==> src/rtl/router_pkt_gen_if.sv <==
// Generator <-> router handshake bundle; master = packet generator, slave = router/controller side.
// err_inj is present only when PKT_GEN_ERR_INJ_EN is defined.
interface router_pkt_gen_if #(
    parameter int ADDR_W = 2,
    parameter int LEN_W  = 6
);
    localparam int DATA_W = LEN_W + ADDR_W;

    logic              start;
    logic [ADDR_W-1:0] dst_addr;
    logic [LEN_W-1:0]  pay_len;
    logic              seed_load;
    logic [15:0]       seed;
    logic              busy;
`ifdef PKT_GEN_ERR_INJ_EN
    logic              err_inj;
`endif
    logic              pkt_valid;
    logic [DATA_W-1:0] data_out;
    logic              gen_busy;
    logic              done;
    logic              addr_err;
    logic [15:0]       pkt_cnt;

    modport master (
`ifdef PKT_GEN_ERR_INJ_EN
        input  err_inj,
`endif
        input  start, dst_addr, pay_len, seed_load, seed, busy,
        output pkt_valid, data_out, gen_busy, done, addr_err, pkt_cnt
    );

    modport slave (
`ifdef PKT_GEN_ERR_INJ_EN
        output err_inj,
`endif
        output start, dst_addr, pay_len, seed_load, seed, busy,
        input  pkt_valid, data_out, gen_busy, done, addr_err, pkt_cnt
    );
endinterface

==> src/rtl/router_pkt_gen.sv <==
// Router packet generator: header, LFSR payload, XOR parity byte, with backpressure.
// Optional feature macro PKT_GEN_ERR_INJ_EN: err_inj inverts the parity byte of that packet.
module router_pkt_gen #(
    parameter int ADDR_W    = 2,
    parameter int LEN_W     = 6,
    parameter int NUM_PORTS = 3
) (
    input  logic             clock,
    input  logic             resetn,
    router_pkt_gen_if.master bus
);
    localparam int               DATA_W    = LEN_W + ADDR_W;
    localparam logic [15:0]      LFSR_INIT = 16'hACE1;
    localparam logic [ADDR_W:0]  PORT_LIM  = (ADDR_W + 1)'(NUM_PORTS);
    localparam logic [LEN_W-1:0] LEN_ONE   = LEN_W'(1);

    typedef enum logic [1:0] {IDLE, HEADER, PAYLOAD, PARITY} state_e;

    function automatic logic [15:0] lfsr_next(input logic [15:0] s);
        return {s[14:0], s[15] ^ s[13] ^ s[12] ^ s[10]};
    endfunction

    function automatic logic [DATA_W-1:0] par_out(input logic [DATA_W-1:0] p, input logic inv);
        return inv ? ~p : p;
    endfunction

    state_e            state_q, state_d;
    logic [DATA_W-1:0] data_q, data_d, parity_q, parity_d;
    logic              vld_q, vld_d, gbusy_q, done_q, done_d, aerr_q, aerr_d, inj_q, inj_d;
    logic [15:0]       cnt_q, cnt_d, lfsr_q, lfsr_d;
    logic [LEN_W-1:0]  len_q, len_d, bytes_q, bytes_d;

    logic              accept, addr_bad, last_byte, inj_req;
    logic [DATA_W-1:0] header, par_acc;
    logic [15:0]       lfsr_adv, seed_val;

    assign accept    = (state_q != IDLE) && !bus.busy;
    assign addr_bad  = ({1'b0, bus.dst_addr} >= PORT_LIM);
    assign last_byte = ((bytes_q + LEN_ONE) == len_q);
    assign header    = {bus.pay_len, bus.dst_addr};
    assign par_acc   = parity_q ^ data_q;
    assign lfsr_adv  = lfsr_next(lfsr_q);
    // An all-zero seed would lock the LFSR, so substitute the power-on value.
    assign seed_val  = (bus.seed == 16'h0000) ? LFSR_INIT : bus.seed;
`ifdef PKT_GEN_ERR_INJ_EN
    assign inj_req   = bus.err_inj;
`else
    assign inj_req   = 1'b0;
`endif

    always_ff @(posedge clock or negedge resetn) begin
        if (!resetn) begin
            state_q  <= IDLE;
            data_q   <= '0;
            parity_q <= '0;
            vld_q    <= 1'b0;
            gbusy_q  <= 1'b0;
            done_q   <= 1'b0;
            aerr_q   <= 1'b0;
            inj_q    <= 1'b0;
            cnt_q    <= '0;
            lfsr_q   <= LFSR_INIT;
            len_q    <= '0;
            bytes_q  <= '0;
        end else begin
            state_q  <= state_d;
            data_q   <= data_d;
            parity_q <= parity_d;
            vld_q    <= vld_d;
            gbusy_q  <= (state_d != IDLE);
            done_q   <= done_d;
            aerr_q   <= aerr_d;
            inj_q    <= inj_d;
            cnt_q    <= cnt_d;
            lfsr_q   <= lfsr_d;
            len_q    <= len_d;
            bytes_q  <= bytes_d;
        end
    end

    always_comb begin
        state_d = state_q;
        case (state_q)
            IDLE:    if (bus.start && !addr_bad) state_d = HEADER;
            HEADER:  if (accept) state_d = (len_q == '0) ? PARITY : PAYLOAD;
            PAYLOAD: if (accept && last_byte) state_d = PARITY;
            PARITY:  if (accept) state_d = IDLE;
            default: state_d = IDLE;
        endcase
    end

    // Every output is computed one cycle ahead and registered; busy simply holds the defaults.
    always_comb begin
        data_d   = data_q;
        parity_d = parity_q;
        vld_d    = vld_q;
        done_d   = 1'b0;
        aerr_d   = 1'b0;
        inj_d    = inj_q;
        cnt_d    = cnt_q;
        lfsr_d   = lfsr_q;
        len_d    = len_q;
        bytes_d  = bytes_q;
        case (state_q)
            IDLE: begin
                data_d  = '0;
                vld_d   = 1'b0;
                bytes_d = '0;
                if (bus.seed_load) lfsr_d = seed_val;
                if (bus.start) begin
                    if (addr_bad) begin
                        aerr_d = 1'b1;
                    end else begin
                        data_d   = header;
                        vld_d    = 1'b1;
                        parity_d = header;
                        len_d    = bus.pay_len;
                        inj_d    = inj_req;
                    end
                end
            end
            HEADER: if (accept) begin
                if (len_q == '0) begin
                    data_d = par_out(parity_q, inj_q);
                    vld_d  = 1'b0;
                end else begin
                    data_d = lfsr_q[DATA_W-1:0];
                end
            end
            PAYLOAD: if (accept) begin
                parity_d = par_acc;
                lfsr_d   = lfsr_adv;
                bytes_d  = bytes_q + LEN_ONE;
                if (last_byte) begin
                    data_d = par_out(par_acc, inj_q);
                    vld_d  = 1'b0;
                end else begin
                    data_d = lfsr_adv[DATA_W-1:0];
                end
            end
            PARITY: if (accept) begin
                data_d = '0;
                vld_d  = 1'b0;
                done_d = 1'b1;
                cnt_d  = cnt_q + 16'd1;
            end
            default: ;
        endcase
    end

    assign bus.pkt_valid = vld_q;
    assign bus.data_out  = data_q;
    assign bus.gen_busy  = gbusy_q;
    assign bus.done      = done_q;
    assign bus.addr_err  = aerr_q;
    assign bus.pkt_cnt   = cnt_q;
endmodule
==> src/flat_wrapper.sv <==
// flat-port wrapper written by rule: the top's interface ports become plain ports
module router_pkt_gen_flat 
#(
    parameter int ADDR_W    = 2,
    parameter int LEN_W     = 6,
    parameter int NUM_PORTS = 3
)
  (clock, resetn, bus_start, bus_dst_addr, bus_pay_len, bus_seed_load, bus_seed, bus_busy, bus_pkt_valid, bus_data_out, bus_gen_busy, bus_done, bus_addr_err, bus_pkt_cnt);
  router_pkt_gen_if #(.ADDR_W(ADDR_W), .LEN_W(LEN_W)) bus_i ();
  input  logic clock;
  input  logic resetn;
  input wire logic [$bits(bus_i.start)-1:0] bus_start;
  input wire logic [$bits(bus_i.dst_addr)-1:0] bus_dst_addr;
  input wire logic [$bits(bus_i.pay_len)-1:0] bus_pay_len;
  input wire logic [$bits(bus_i.seed_load)-1:0] bus_seed_load;
  input wire logic [$bits(bus_i.seed)-1:0] bus_seed;
  input wire logic [$bits(bus_i.busy)-1:0] bus_busy;
  output wire logic [$bits(bus_i.pkt_valid)-1:0] bus_pkt_valid;
  output wire logic [$bits(bus_i.data_out)-1:0] bus_data_out;
  output wire logic [$bits(bus_i.gen_busy)-1:0] bus_gen_busy;
  output wire logic [$bits(bus_i.done)-1:0] bus_done;
  output wire logic [$bits(bus_i.addr_err)-1:0] bus_addr_err;
  output wire logic [$bits(bus_i.pkt_cnt)-1:0] bus_pkt_cnt;
  assign bus_i.start = bus_start;
  assign bus_i.dst_addr = bus_dst_addr;
  assign bus_i.pay_len = bus_pay_len;
  assign bus_i.seed_load = bus_seed_load;
  assign bus_i.seed = bus_seed;
  assign bus_i.busy = bus_busy;
  assign bus_pkt_valid = bus_i.pkt_valid;
  assign bus_data_out = bus_i.data_out;
  assign bus_gen_busy = bus_i.gen_busy;
  assign bus_done = bus_i.done;
  assign bus_addr_err = bus_i.addr_err;
  assign bus_pkt_cnt = bus_i.pkt_cnt;
  router_pkt_gen #(.ADDR_W(ADDR_W), .LEN_W(LEN_W), .NUM_PORTS(NUM_PORTS)) u_core (.clock(clock), .resetn(resetn), .bus(bus_i));
endmodule
==> config.mk <==
export PLATFORM = sky130hd
export DESIGN_NAME = router_pkt_gen_flat
export DESIGN_NICKNAME = d
export VERILOG_FILES = /design/src/rtl/router_pkt_gen_if.sv /design/src/rtl/router_pkt_gen.sv /design/src/flat_wrapper.sv
export SDC_FILE = /design/constraint.sdc
export NUM_CORES = 1
export LEC_CHECK = 0
export ABC_AREA = 0
export BUFFER_PORTS_ARGS = -buffer_cell sky130_fd_sc_hd__buf_2
export CAP_MARGIN = 20
export CORE_AREA = 2 2 89 91
export CTS_CLUSTER_DIAMETER = 60
export DETAILED_ROUTE_END_ITERATION = 6
export DIE_AREA = 0 0 91 93
export MAX_ROUTING_LAYER = met4
export PLACE_DENSITY = 0.71
export SYNTH_ARGS = -nofsm -noshare
export SYNTH_HDL_FRONTEND = slang
export SYNTH_SLANG_ARGS = --single-unit
==> constraint.sdc <==
create_clock -name clock -period 2.9 [get_ports clock]
set_clock_uncertainty 0.15 [all_clocks]
set_input_delay 0.725 -clock clock [delete_from_list [all_inputs] [get_ports clock]]
set_output_delay 0.725 -clock clock [all_outputs]
set_load 0.005 [all_outputs]
# After elaboration in Yosys (flattened, before gate mapping)

Index checks and enable logic that the tools add are counted.

Reduce and logical (&&, ||, !) cells: 18
Bitwise operators: 5
Add/subtract/negate cells: 2
Mux-type cells: 37
Equal/unequal tests: 12
Magnitude comparators: 1

Operators by type and width:

| cell                  | count |
|---|---|
| $mux 8                | 10 |
| $mux 16               | 3 |
| $pmux 16 s2           | 1 |
| $pmux 8 s4            | 1 |
| $add 16x1->16 const B | 1 |
| $logic_not 16->1      | 1 |
| $pmux 8 s2            | 1 |
| $mux 1                | 13 |
| $pmux 6 s2            | 1 |
| $ne 2x1->1 const B    | 5 |
| $reduce_and 3->1      | 3 |
| $mux 2                | 4 |
| $pmux 2 s4            | 1 |
| $xor 8x8->8           | 1 |
| $add 6x1->6 const B   | 1 |
| $eq 6x6->1            | 1 |
| $logic_not 6->1       | 1 |
| $mux 6                | 1 |
| $ne 2x2->1 const B    | 3 |
| $reduce_bool 2->1     | 3 |
| $reduce_and 5->1      | 1 |
| $eq 2x2->1 const B    | 2 |
| $pmux 1 s4            | 1 |
| $reduce_and 2->1      | 2 |
| 8 further kinds       | 13 |

Word-level logic and storage cells: 86
Flip-flop bits (word level): 66

# Depth between registers and ports, before layout

Gate-level depths: netlist (run 1).

Depth in word-level cells: 6
Depth in mapped cells: 8
Gate-level depth less buffers: 6

# Worst setup path before layout (run 1)

Ideal clock, no wire load.

Path type: input to register
From: input port bus_start
To: register u_core.data_q[5] (netlist: u_core.bus.data_out[5])
Slack: 0.547 ns
Path buffers: 1
Data required time: 2.663 ns
Data arrival time: 2.117 ns
Stages: 6
Setup time: 0.087 ns
Cells stage by stage: nor3b_1 -> and2_1 -> clkbuf_1 -> nand2_1 -> a31o_2 -> o211ai_1

Cells in the longest elaborated chain, start to end: 2

Ends and longest elaborated chain:

| what                   | RTL line              | RTL |
|---|---|---|
| start: declaration     | flat_wrapper.sv:12    | `input wire logic [$bits(bus_i.start)-1:0] bus_start;` |
| $mux 8                 | router_pkt_gen.sv:110 | `if (bus.start) begin` |
| $pmux 8 s4             | router_pkt_gen.sv:104 | `case (state_q)` |
| end signal: assignment | router_pkt_gen.sv:67  | `data_q <= data_d;` |
| end: declaration       | router_pkt_gen.sv:28  | `logic [DATA_W-1:0] data_q, data_d, parity_q, parity_d;` |

No other way between the ends.
A chain may end at the register's enable or synchronous reset.

# Worst setup path in the final report (run 1)

From: register u_core.bytes_q[2]
To: register u_core.data_q[1] (netlist: u_core.bus.data_out[1])

Cells in the longest elaborated chain, start to end: 5

Ends and longest elaborated chain:

| what                     | RTL line              | RTL |
|---|---|---|
| start: declaration       | router_pkt_gen.sv:31  | `logic [LEN_W-1:0] len_q, len_d, bytes_q, bytes_d;` |
| start signal: assignment | router_pkt_gen.sv:77  | `bytes_q <= bytes_d;` |
| $add 6x1->6              | router_pkt_gen.sv:39  | `assign last_byte = ((bytes_q + LEN_ONE) == len_q);` |
| $eq 6x6->1               | router_pkt_gen.sv:39  |  |
| $mux 8                   | router_pkt_gen.sv:134 | `if (last_byte) begin` |
| $mux 8                   | router_pkt_gen.sv:130 | `PAYLOAD: if (accept) begin` |
| $pmux 8 s4               | router_pkt_gen.sv:104 |  |

No other way between the ends. The select of a mux whose other input is x is not followed.

==> flow_summary.yaml, run 1 <==
routing:
  first_pass_iters: 5
  wl_met3_um: 521
  highest_layer: "met4"
  dr_wl_met2_mm: 4.230
  avgRoutedWirePerCell_um: 16.25
  wl_met1_mm: 4.304
  vias_per_cell: 5.745
  vias: 3286
  first_iter_violations: 247
  wirelength_mm: 9.294
  ant_nets: 0
  drc: 0
pwr:
  intPower_uw: 2633
  p_per_area_nw_per_um2: 1078
  clock_power_share_pct: 17.0
  swShare_pct: 43.22
  p_seq_share_pct: 37.3
  pwr-share-comb_pct: 45.7
  switchingPower_uw: 2004
  ir_drop_mv: 0.5084
  leakage_uw: 0.001925
clocking:
  post_cts_resized: 0
  post_cts_buffers: 0
  cts_sinks: 66
  htreeDepth: 3
  cts_root_buf: "clkbuf_8"
  clk_latency_ns: 0.35
  clk_pin_slew_worst_paths_ns: 0.08
  hold_buffers: 0
  cts_made_buffers: 9
  tritoncts: "built"
  clockBufferDepth: 2
synth:
  yosys_warnings: 0
  syn_inst: 405
  synth_edf_count: 0
  ys_seq_area_share_pct: 45.40
  yosys_most_used_dff: "dfrtp_1"
  synth_area_um2: 3660
  avgSynthCellArea_um2: 9.036
  yosysUniqueCellTypes: 51
  synthArstFlopShare_pct: 100.0
  synth-seq-cells: 66
  postSynthNetCount: 436
critical_path:
  slowest_delay_ns: 0.50
  worstSetupEndpointType: "flip-flop"
  worstSetupStartpointType: "flip-flop"
  cp.arrival_ns: 2.57
  cp_cell_sequence: "nand3_2, or3_4, a2111o_1, nor2_1, o311ai_0"
  slowest_stage: "a2111o_1"
  crit_start: "u_core.bytes_q[2]"
  critPathBufInv: 0
  r2r_start: "u_core.bytes_q[2]"
  crit_fanout: 9
  path_class: "flip-flop to flip-flop"
  cp-endpoint: "u_core.bus.data_out[1]"
  crit_family: "simple AND/OR/NAND/NOR gates"
  r2r_setup_slack_ns: 0.36
  cp.depth: 5
  r2r_end: "u_core.bus.data_out[1]"
  critical_path_required_ns: 2.94
  reg2reg_depth: 5
sta:
  rsz0062_at_grt: "false"
  tightestPinTransition_ns: 0.7036
  max_slew_margin_pct: 53.09
  finalCritPeriodShare_pct: 87.54
  timing.fmax_mhz: 393.9
  fin_hold_ws_ns: 0.2291
  maxSlewViolCount: 0
  fin_setup_tns_ns: 0
  min_period_ns: 2.539
  finalHoldViolations: 0
  setup_violations: 0
grt:
  grt_max_degree: 67
  grt_util_all_layers_pct: 23.75
  grt_pass1_vias: 3191
  globalRouteOverflowTotal: 0
  grt_pass1_wl_mm: 15.56
  antenna_found_initial: 0
run_status:
  outcome: "finished clean"
floorplanning:
  die_x_um: 91
  die_area_um2: 8463
  start_util_pct: 48.62
  rows: 32
  io_pins: 57
  core-area_um2: 7527
  die_h_um: 93
place:
  hpwl_mm: 6.491
  dp.cells: 556
  portBuffers: 56
  gp_congestion: 0.9063
  dpl_cell_area_um2: 4099
min_path:
  hp-class: "primary input to async pin"
final_layout:
  design_area_um2: 4302
  fin_cells: 572
  antenna_cells_inserted: 0
  syn_to_final_growth_pct: 17.54
  fin_nets: 496
  drive_gt1_share_pct: 22.77
job:
  cap_violations: 0
per-layer routing:
metal	vias up	track usage (%)
met5	-	-
met4	0	10.61
met3	21	3.707
met2	136	35.31
met1	1551	32.44
li1	1578	-
state kept, by name, summed over array words and instances (netlist names):
| register | count |
|---|---|
| u_core.bus.pkt_cnt | 16 |
| u_core.lfsr_q | 16 |
| u_core.bus.data_out | 8 |
| u_core.parity_q | 8 |
| u_core.bytes_q | 6 |
| u_core.len_q | 6 |
| u_core.state_q | 2 |
| u_core.bus.addr_err | 1 |
| u_core.bus.done | 1 |
| u_core.bus.gen_busy | 1 |
| u_core.bus.pkt_valid | 1 |
cells in the final DEF, fill, tap and decap left out, types with 4 or more instances in the layout:
master,Yosys,routed
nor3b_1,5,5
a21oi_1,11,11
buf_4,1,11
dfrtp_1,58,58
clkbuf_8,0,9
nor3_1,9,9
nor2b_1,6,6
nand2b_1,6,6
nand4b_1,5,5
xnor2_1,22,22
a31o_2,5,5
and3_1,8,8
nor2_1,38,38
nor4_1,7,7
nand2_1,66,66
dfstp_2,8,8
buf_2,0,56
xor2_1,11,11
clkinv_4,0,4
nand3_1,11,11
o22ai_1,8,8
o211ai_1,9,9
a31oi_1,5,5
a221oi_1,6,6
o21ai_0,35,35
a21boi_0,6,6
worst min-delay path by stage:
stage	start	endpoint	slack, ns	cells past startpoint
after global routing	resetn	u_core.bus.pkt_cnt[13]	0.25	2
after floorplan	resetn	u_core.bus.addr_err	0.28	0
after CTS	resetn	u_core.bus.pkt_cnt[13]	0.24	2
final	resetn	u_core.bytes_q[4]	0.23	2
after detailed placement	u_core.bus.pkt_cnt[15]	u_core.bus.pkt_cnt[15]	0.31	1
after global placement	u_core.bus.pkt_cnt[15]	u_core.bus.pkt_cnt[15]	0.31	1
final cells by class:
cell class | instances | area [um2]
repair buffers | 69 | 402.9
multi-input cells | 316 | 1896
inverters | 3 | 11.26
fillers | 696 | 3226
clock inverters | 7 | 78.83
well taps | 102 | 127.6
flip-flops and latches | 66 | 1662
clock buffers | 9 | 123.9
synth_stat cells (7+ instances only):
cell / n / area share (%)
clkbuf_1: 15 / 1.5
dfrtp_1: 58 / 40
nand3_1: 11 / 1.5
a21oi_1: 11 / 1.5
xnor2_1: 22 / 5.3
nand2_1: 66 / 6.8
o22ai_1: 8 / 1.4
o211ai_1: 9 / 1.8
xor2_1: 11 / 2.6
nor4_1: 7 / 1.2
dfstp_2: 8 / 5.7
and3_1: 8 / 1.4
nor3_1: 9 / 1.2
nor2_1: 38 / 3.9
o21ai_0: 35 / 4.8
power by group through the flow:
stage / registers [uW] / logic, uW / clock network, uW
detailed placement: 1730 / 2100 / 0
global route: 1780 / 2360 / 847
global placement: 1720 / 2040 / 0
finish: 1730 / 2120 / 789
floorplan: 1580 / 1520 / 0
CTS: 1720 / 2100 / 812
per-stage QoR:
stage               total power (uW)  util, %  worst slack (ns)
finish                          4637    57.15            0.3613
global placement                3757    54.45            0.5083
floorplan                       3102        -            0.5466
detailed placement              3830    54.45            0.4456
CTS                             4633    57.15            0.3818
global route                    4991    57.15            0.2063
kinds of logic after synthesis:
kind of cell             synth area share (%)
AND/OR/NAND/NOR                         22.97
multiplexers                            1.470
buffers and inverters                   2.803
XOR/XNOR                                7.897
adder cells (fa/ha/maj)                0.6837
AO/OA/AOI/OAI                           18.77
flip-flops                              45.40
Power figures use the tool's default switching activity.
==> run 2: changes to the inputs <==
- ABC_AREA: 0 -> 1
- PLACE_DENSITY: 0.71 -> 0.72
==> run 2 against run 1 <==
Compared with the run above: global-route usage is 1.5 points lower; synthesized cell count is 17% higher; via count is 1.6% lower; sequential power is 5% lower; sequential cell count stayed put; first-iteration DRC count is 21% lower; count of clock-buffer cells in the layout stayed put; hold slack worse by 0.022 ns; register-to-register slack better by 0.31 ns; fmax is 14% higher; critical path type unchanged; largest power group unchanged; core utilization is 0.33 points lower; total power is 0.74% lower.
==> flow_summary.yaml, run 2 <==
routing:
  drc: 0
  vias: 3235
  avgRoutedWirePerCell_um: 13.36
  wirelength_mm: 8.553
  first_iter_violations: 196
  first_pass_iters: 4
  vias_per_cell: 5.055
  ant_nets: 0
place:
  gp_congestion: 0.8884
  dp.cells: 624
  hpwl_mm: 6.173
  portBuffers: 56
pwr:
  pwr-share-comb_pct: 45.2
  leakage_uw: 0.002221
  p_per_area_nw_per_um2: 1076
  ir_drop_mv: 0.5674
  clock_power_share_pct: 18.8
  intPower_uw: 2583
  p_seq_share_pct: 36.0
  power_uw: 4603
  switchingPower_uw: 2020
  swShare_pct: 43.89
sta:
  timing.fmax_mhz: 448.0
  min_period_ns: 2.232
  finalHoldViolations: 0
  finalCritPeriodShare_pct: 76.96
  max_slew_margin_pct: 55.25
  setup_violations: 0
  maxSlewViolCount: 0
  rsz0062_at_grt: "false"
  fin_setup_tns_ns: 0
  tightestPinTransition_ns: 0.6688
synth:
  avgSynthCellArea_um2: 7.766
  yosys-top-cells-count: "105 x nand2_1, 63 x nor2_1, 62 x inv_1"
  synth-seq-cells: 66
  ys_seq_area_share_pct: 45.23
  synth.most_common_cell: "nand2_1"
  postSynthNetCount: 504
  syn_inst: 473
  synth_area_um2: 3674
  yosysTopAreaCellShare_pct: 39.51
  yosys_most_used_dff: "dfrtp_1"
  synth_edf_count: 0
  synth_top_cell_by_area: "dfrtp_1"
  yosys_warnings: 0
  yosysUniqueCellTypes: 35
  synthArstFlopShare_pct: 100.0
  synthTopCellsByArea: "dfrtp_1 40%, nand2_1 11%, nor2_1 6.4%"
grt:
  globalRouteOverflowTotal: 0
  grt_pass1_vias: 3086
  grt_max_degree: 67
  antenna_found_initial: 0
  grt_pass1_wl_mm: 14.53
  grt_util_all_layers_pct: 22.25
clocking:
  clk_pin_slew_worst_paths_ns: 0.08
  post_cts_resized: 0
  cts_sinks: 66
  hold_buffers: 0
  clk_latency_ns: 0.36
  post_cts_buffers: 0
  htreeDepth: 3
  cts_made_buffers: 9
  cts_root_buf: "clkbuf_8"
  clockBufferDepth: 2
  tritoncts: "built"
critical_path:
  critical_path_required_ns: 3.01
  cp-endpoint: "u_core.bus.data_out[3]"
  r2r_start: "u_core.bytes_q[1]"
  cp.arrival_ns: 2.34
  worstSetupStartpointType: "flip-flop"
  worstSetupEndpointType: "flip-flop"
  r2r_end: "u_core.bus.data_out[3]"
  crit_fanout: 6
  r2r_setup_slack_ns: 0.67
  reg2reg_depth: 12
  crit_start: "u_core.bytes_q[1]"
  path_class: "flip-flop to flip-flop"
floorplanning:
  die_x_um: 91
  start_util_pct: 48.80
  die_h_um: 93
  io_pins: 57
  core-area_um2: 7527
  die_area_um2: 8463
  rows: 32
final_layout:
  final_core_util_pct: 56.82
  syn_to_final_growth_pct: 16.42
  antenna_cells_inserted: 0
  final_cell_mix: "105 x nand2_1, 63 x nor2_1, 62 x inv_1"
  final_common_cell: "nand2_1"
  fillerInstances: 715
  fin_cells: 640
  drive_gt1_share_pct: 20.45
  fin_nets: 564
run_status:
  outcome: "finished clean"
min_path:
  hp-class: "primary input to async pin"
job:
  cap_violations: 0
## run 2: cell count changes after synthesis, moves of 9 or more
cell,change
nor2_1,+25
a31oi_1,+9
nand2_1,+39
inv_1,+59
clkbuf_1,-10
xnor2_1,-13
nand3_1,+29
## run 2: logic make-up (layout without fill, tap and decap cells)
group                      count (synthesis)  after routing  share of synthesized area (%)
AOI/OAI and AO/OA                         73             73                          11.78
xor gates and xnor gates                  17             17                          4.053
adders and majority gates                  2              2                         0.6811
buffers and inverters                     77            142                          8.514
DFF                                       66             66                          45.23
and+or+nand+nor                          238            238                          29.73
## run 2: worst min path at each step
| stage | to | depth (start not counted) | start |
|---|---|---|---|
| after global routing | u_core.bytes_q[3] | 2 | resetn |
| after global placement | u_core.bus.pkt_cnt[15] | 1 | u_core.bus.pkt_cnt[15] |
| after floorplan | u_core.bus.addr_err | 0 | resetn |
| after CTS | u_core.bytes_q[2] | 2 | resetn |
| final | u_core.bytes_q[3] | 2 | resetn |
| after detailed placement | u_core.bus.pkt_valid | 2 | u_core.bus.pkt_valid |
## run 2: worst max-delay path: stages (launching register included)
cell	delay (ns)
dfrtp_1	0.46
ha_1	0.33
inv_1	0.05
nand2_1	0.05
nand2_1	0.04
nor2_1	0.13
nand3_1	0.10
nor2_1	0.38
nand3_1	0.13
nand3_1	0.12
nand3_1	0.07
nand2_1	0.07
inv_1	0.04
## run 2: final cells by class
cell class              instances  area, um2  share of cell area [%]
clock buffers                   9      123.9                   2.896
clock inverters                 7      93.84                   2.194
inverters                      66      247.7                   5.793
multi-input cells             330       1699                   39.73
flip-flops and latches         66       1662                   38.85
well taps                     102      127.6                   2.984
repair buffers                 60      322.8                   7.548
## run 2: stage by stage
stage,hold slack (ns),instance area (um2),setup slack [ns]
floorplan,0.2794,3674,0.9885
global placement,0.3072,4059,0.7454
detailed placement,0.3280,4059,0.6760
CTS,0.2488,4277,0.7199
global route,0.2508,4277,0.4910
finish,0.2073,4277,0.6680
## run 2: power by group through the flow
stage	Combinational, uW	Clock [uW]	Sequential [uW]
3_5_place_dp	2080	0	1660
2_1_floorplan	1610	0	1590
6_report	2080	865	1650
4_1_cts	2090	874	1650
3_3_place_gp	2030	0	1650
5_1_grt	2410	919	1710
## run 2: metal layers
metal,vias to the layer above,global-route usage [%],routed length [um],part of all wire (%)
met4,0,7.955,184,2.2
met5,-,-,0,0
met3,20,4.674,402,4.7
met1,1479,29.11,3898,46
met2,83,34.69,4068,48
li1,1653,-,-,-
==> run 3: changes to the inputs <==
- clock period: 2.9 -> 2.3 ns (I/O delays scaled with it)
==> run 3 against run 2 <==
Compared with the run above: fmax rose by 6.4%; sequential power rose by 26%; die area is the same; sequential share of layout area down 0.55 points; non-clock buffer count up 3; hold slack got worse by 0.12 ns; critical endpoint is now u_core.bus.data_out[6]; largest cell class unchanged.
==> flow_summary.yaml, run 3 (synthesized netlist as in run 2, its figures left out) <==
run_status:
  outcome: "finished clean"
critical_path:
  crit_fanout: 10
  cp.arrival_ns: 2.18
  cp_cell_sequence: "ha_1, inv_1, nand2_1, nand2_1, nor2_1, nand2_1, nor2_1, nand3_2, nand2_2, nand2_1, nand2_1, a21oi_1"
  slowest_delay_ns: 0.44
  reg2reg_depth: 12
  slowest_stage: "dfrtp_1"
  worstSetupStartpointType: "flip-flop"
  critical_path_required_ns: 2.38
  r2r_start: "u_core.bytes_q[0]"
  path_class: "flip-flop to flip-flop"
  r2r_setup_slack_ns: 0.20
  r2r_end: "u_core.bus.data_out[6]"
  path_common_cell: "nand2_1"
  worstSetupEndpointType: "flip-flop"
  crit_start: "u_core.bytes_q[0]"
final_layout:
  drive_gt1_share_pct: 21.26
  fin_cells: 643
  fin_nets: 567
  syn_to_final_growth_pct: 18.09
  final_core_util_pct: 57.63
  antenna_cells_inserted: 0
  final_cell_mix: "104 x nand2_1, 62 x inv_1, 62 x nor2_1"
  final_common_cell: "nand2_1"
grt:
  grt_max_degree: 67
  globalRouteOverflowTotal: 0
  grt_pass1_vias: 3218
  grt_util_all_layers_pct: 22.80
  grt_pass1_wl_mm: 14.98
  antenna_found_initial: 0
routing:
  first_iter_violations: 227
  drc: 0
  first_pass_iters: 7
  vias: 3320
  avgRoutedWirePerCell_um: 13.66
  wirelength_mm: 8.781
  ant_nets: 0
  vias_per_cell: 5.163
pwr:
  ir_drop_mv: 0.7880
  p_per_area_nw_per_um2: 1391
  leakage_uw: 0.002260
clocking:
  tritoncts: "built"
  clk_pin_slew_worst_paths_ns: 0.08
  cts_root_buf: "clkbuf_8"
  htreeDepth: 3
  clk_latency_ns: 0.34
  post_cts_buffers: 0
  cts_sinks: 66
  cts_made_buffers: 9
  clockBufferDepth: 2
place:
  gp_congestion: 0.9222
  dp.cells: 627
  hpwl_mm: 6.270
  portBuffers: 56
sta:
  rsz0062_at_grt: "false"
  finalHoldViolations: 0
  setup_violations: 0
  fin_setup_tns_ns: 0
  finalCritPeriodShare_pct: 91.23
  tightestPinTransition_ns: 0.3529
  min_period_ns: 2.098
  max_slew_margin_pct: 76.38
  timing.fmax_mhz: 476.6
  maxSlewViolCount: 0
job:
  cap_violations: 0
floorplanning:
  io_pins: 57
  die_h_um: 93
  rows: 32
  core-area_um2: 7527
  start_util_pct: 48.80
  die_x_um: 91
  die_area_um2: 8463
min_path:
  hp-class: "primary input to async pin"
## run 3: cell count changes in the layout (fill, tap and decap cells not counted), sizes merged
cell / change
clkinvlp: -2
buf: +3
bufinv: +1
clkinv: -1
clkbuf: +2
## run 3: worst max-delay path, delay by kind of cell (launching register included)
kind	cells	cell delay, ns
compound gates	1	0.06
buf+inv	1	0.05
flops	1	0.44
simple gates	9	0.94
fa+ha+maj	1	0.34
## run 3: per-stage QoR
| step | setup WS [ns] | hold slack, ns | instance area [um2] | total power, uW |
|---|---|---|---|---|
| 5_1_grt | 0.01588 | 0.1160 | 4338 | 6566 |
| 3_5_place_dp | 0.1931 | 0.3070 | 4081 | 4773 |
| 4_1_cts | 0.1692 | 0.1033 | 4333 | 6033 |
| 3_3_place_gp | 0.2483 | 0.3049 | 4081 | 4667 |
| 2_1_floorplan | 0.4821 | 0.1294 | 3674 | 4027 |
| 6_report | 0.2016 | 0.08773 | 4338 | 6035 |
## run 3: routing by layer
metal / GRT usage, % / vias up / part of all wire (%)
li1: - / 1656 / -
met1: 29.46 / 1541 / 46
met2: 35.80 / 110 / 47
met3: 4.029 / 13 / 5.3
met4: 9.596 / 0 / 1.7
met5: - / - / 0
## run 3: worst max-delay path by stage
stage,to,slack (ns)
6_report,u_core.bus.data_out[6],0.20
5_1_grt,u_core.bus.data_out[6],0.02
4_1_cts,u_core.bus.data_out[6],0.17
3_5_place_dp,u_core.bus.data_out[6],0.19
3_3_place_gp,u_core.bus.pkt_cnt[12],0.25
2_1_floorplan,u_core.bus.data_out[0],0.48
## run 3: area by class of cell
type,count,area (um2)
clock buffers,11,151.4
inverters,66,247.7
multi-input cells,330,1704
flip-flops and latches,66,1662
well taps,102,127.6
clock inverters,5,100.1
fillers,690,3189
repair buffers,63,345.3
## run 3: what timing repair did
item / in CTS / in global routing
gates resized for setup: 0 / 2
endpoints found under the setup margin: 0 / 5
hold buffers: 0 / 0
## run 3: where the power goes
| group | total [uW] | switching (uW) | leakage (uW) | internal [uW] |
|---|---|---|---|---|
| Sequential | 2080 | 402 | 0.000787 | 1680 |
| Clock | 1240 | 459 | 0.000129 | 776 |
| Combinational | 2720 | 1730 | 0.00134 | 987 |
| Total | 6040 | 2590 | 0.00226 | 3440 |
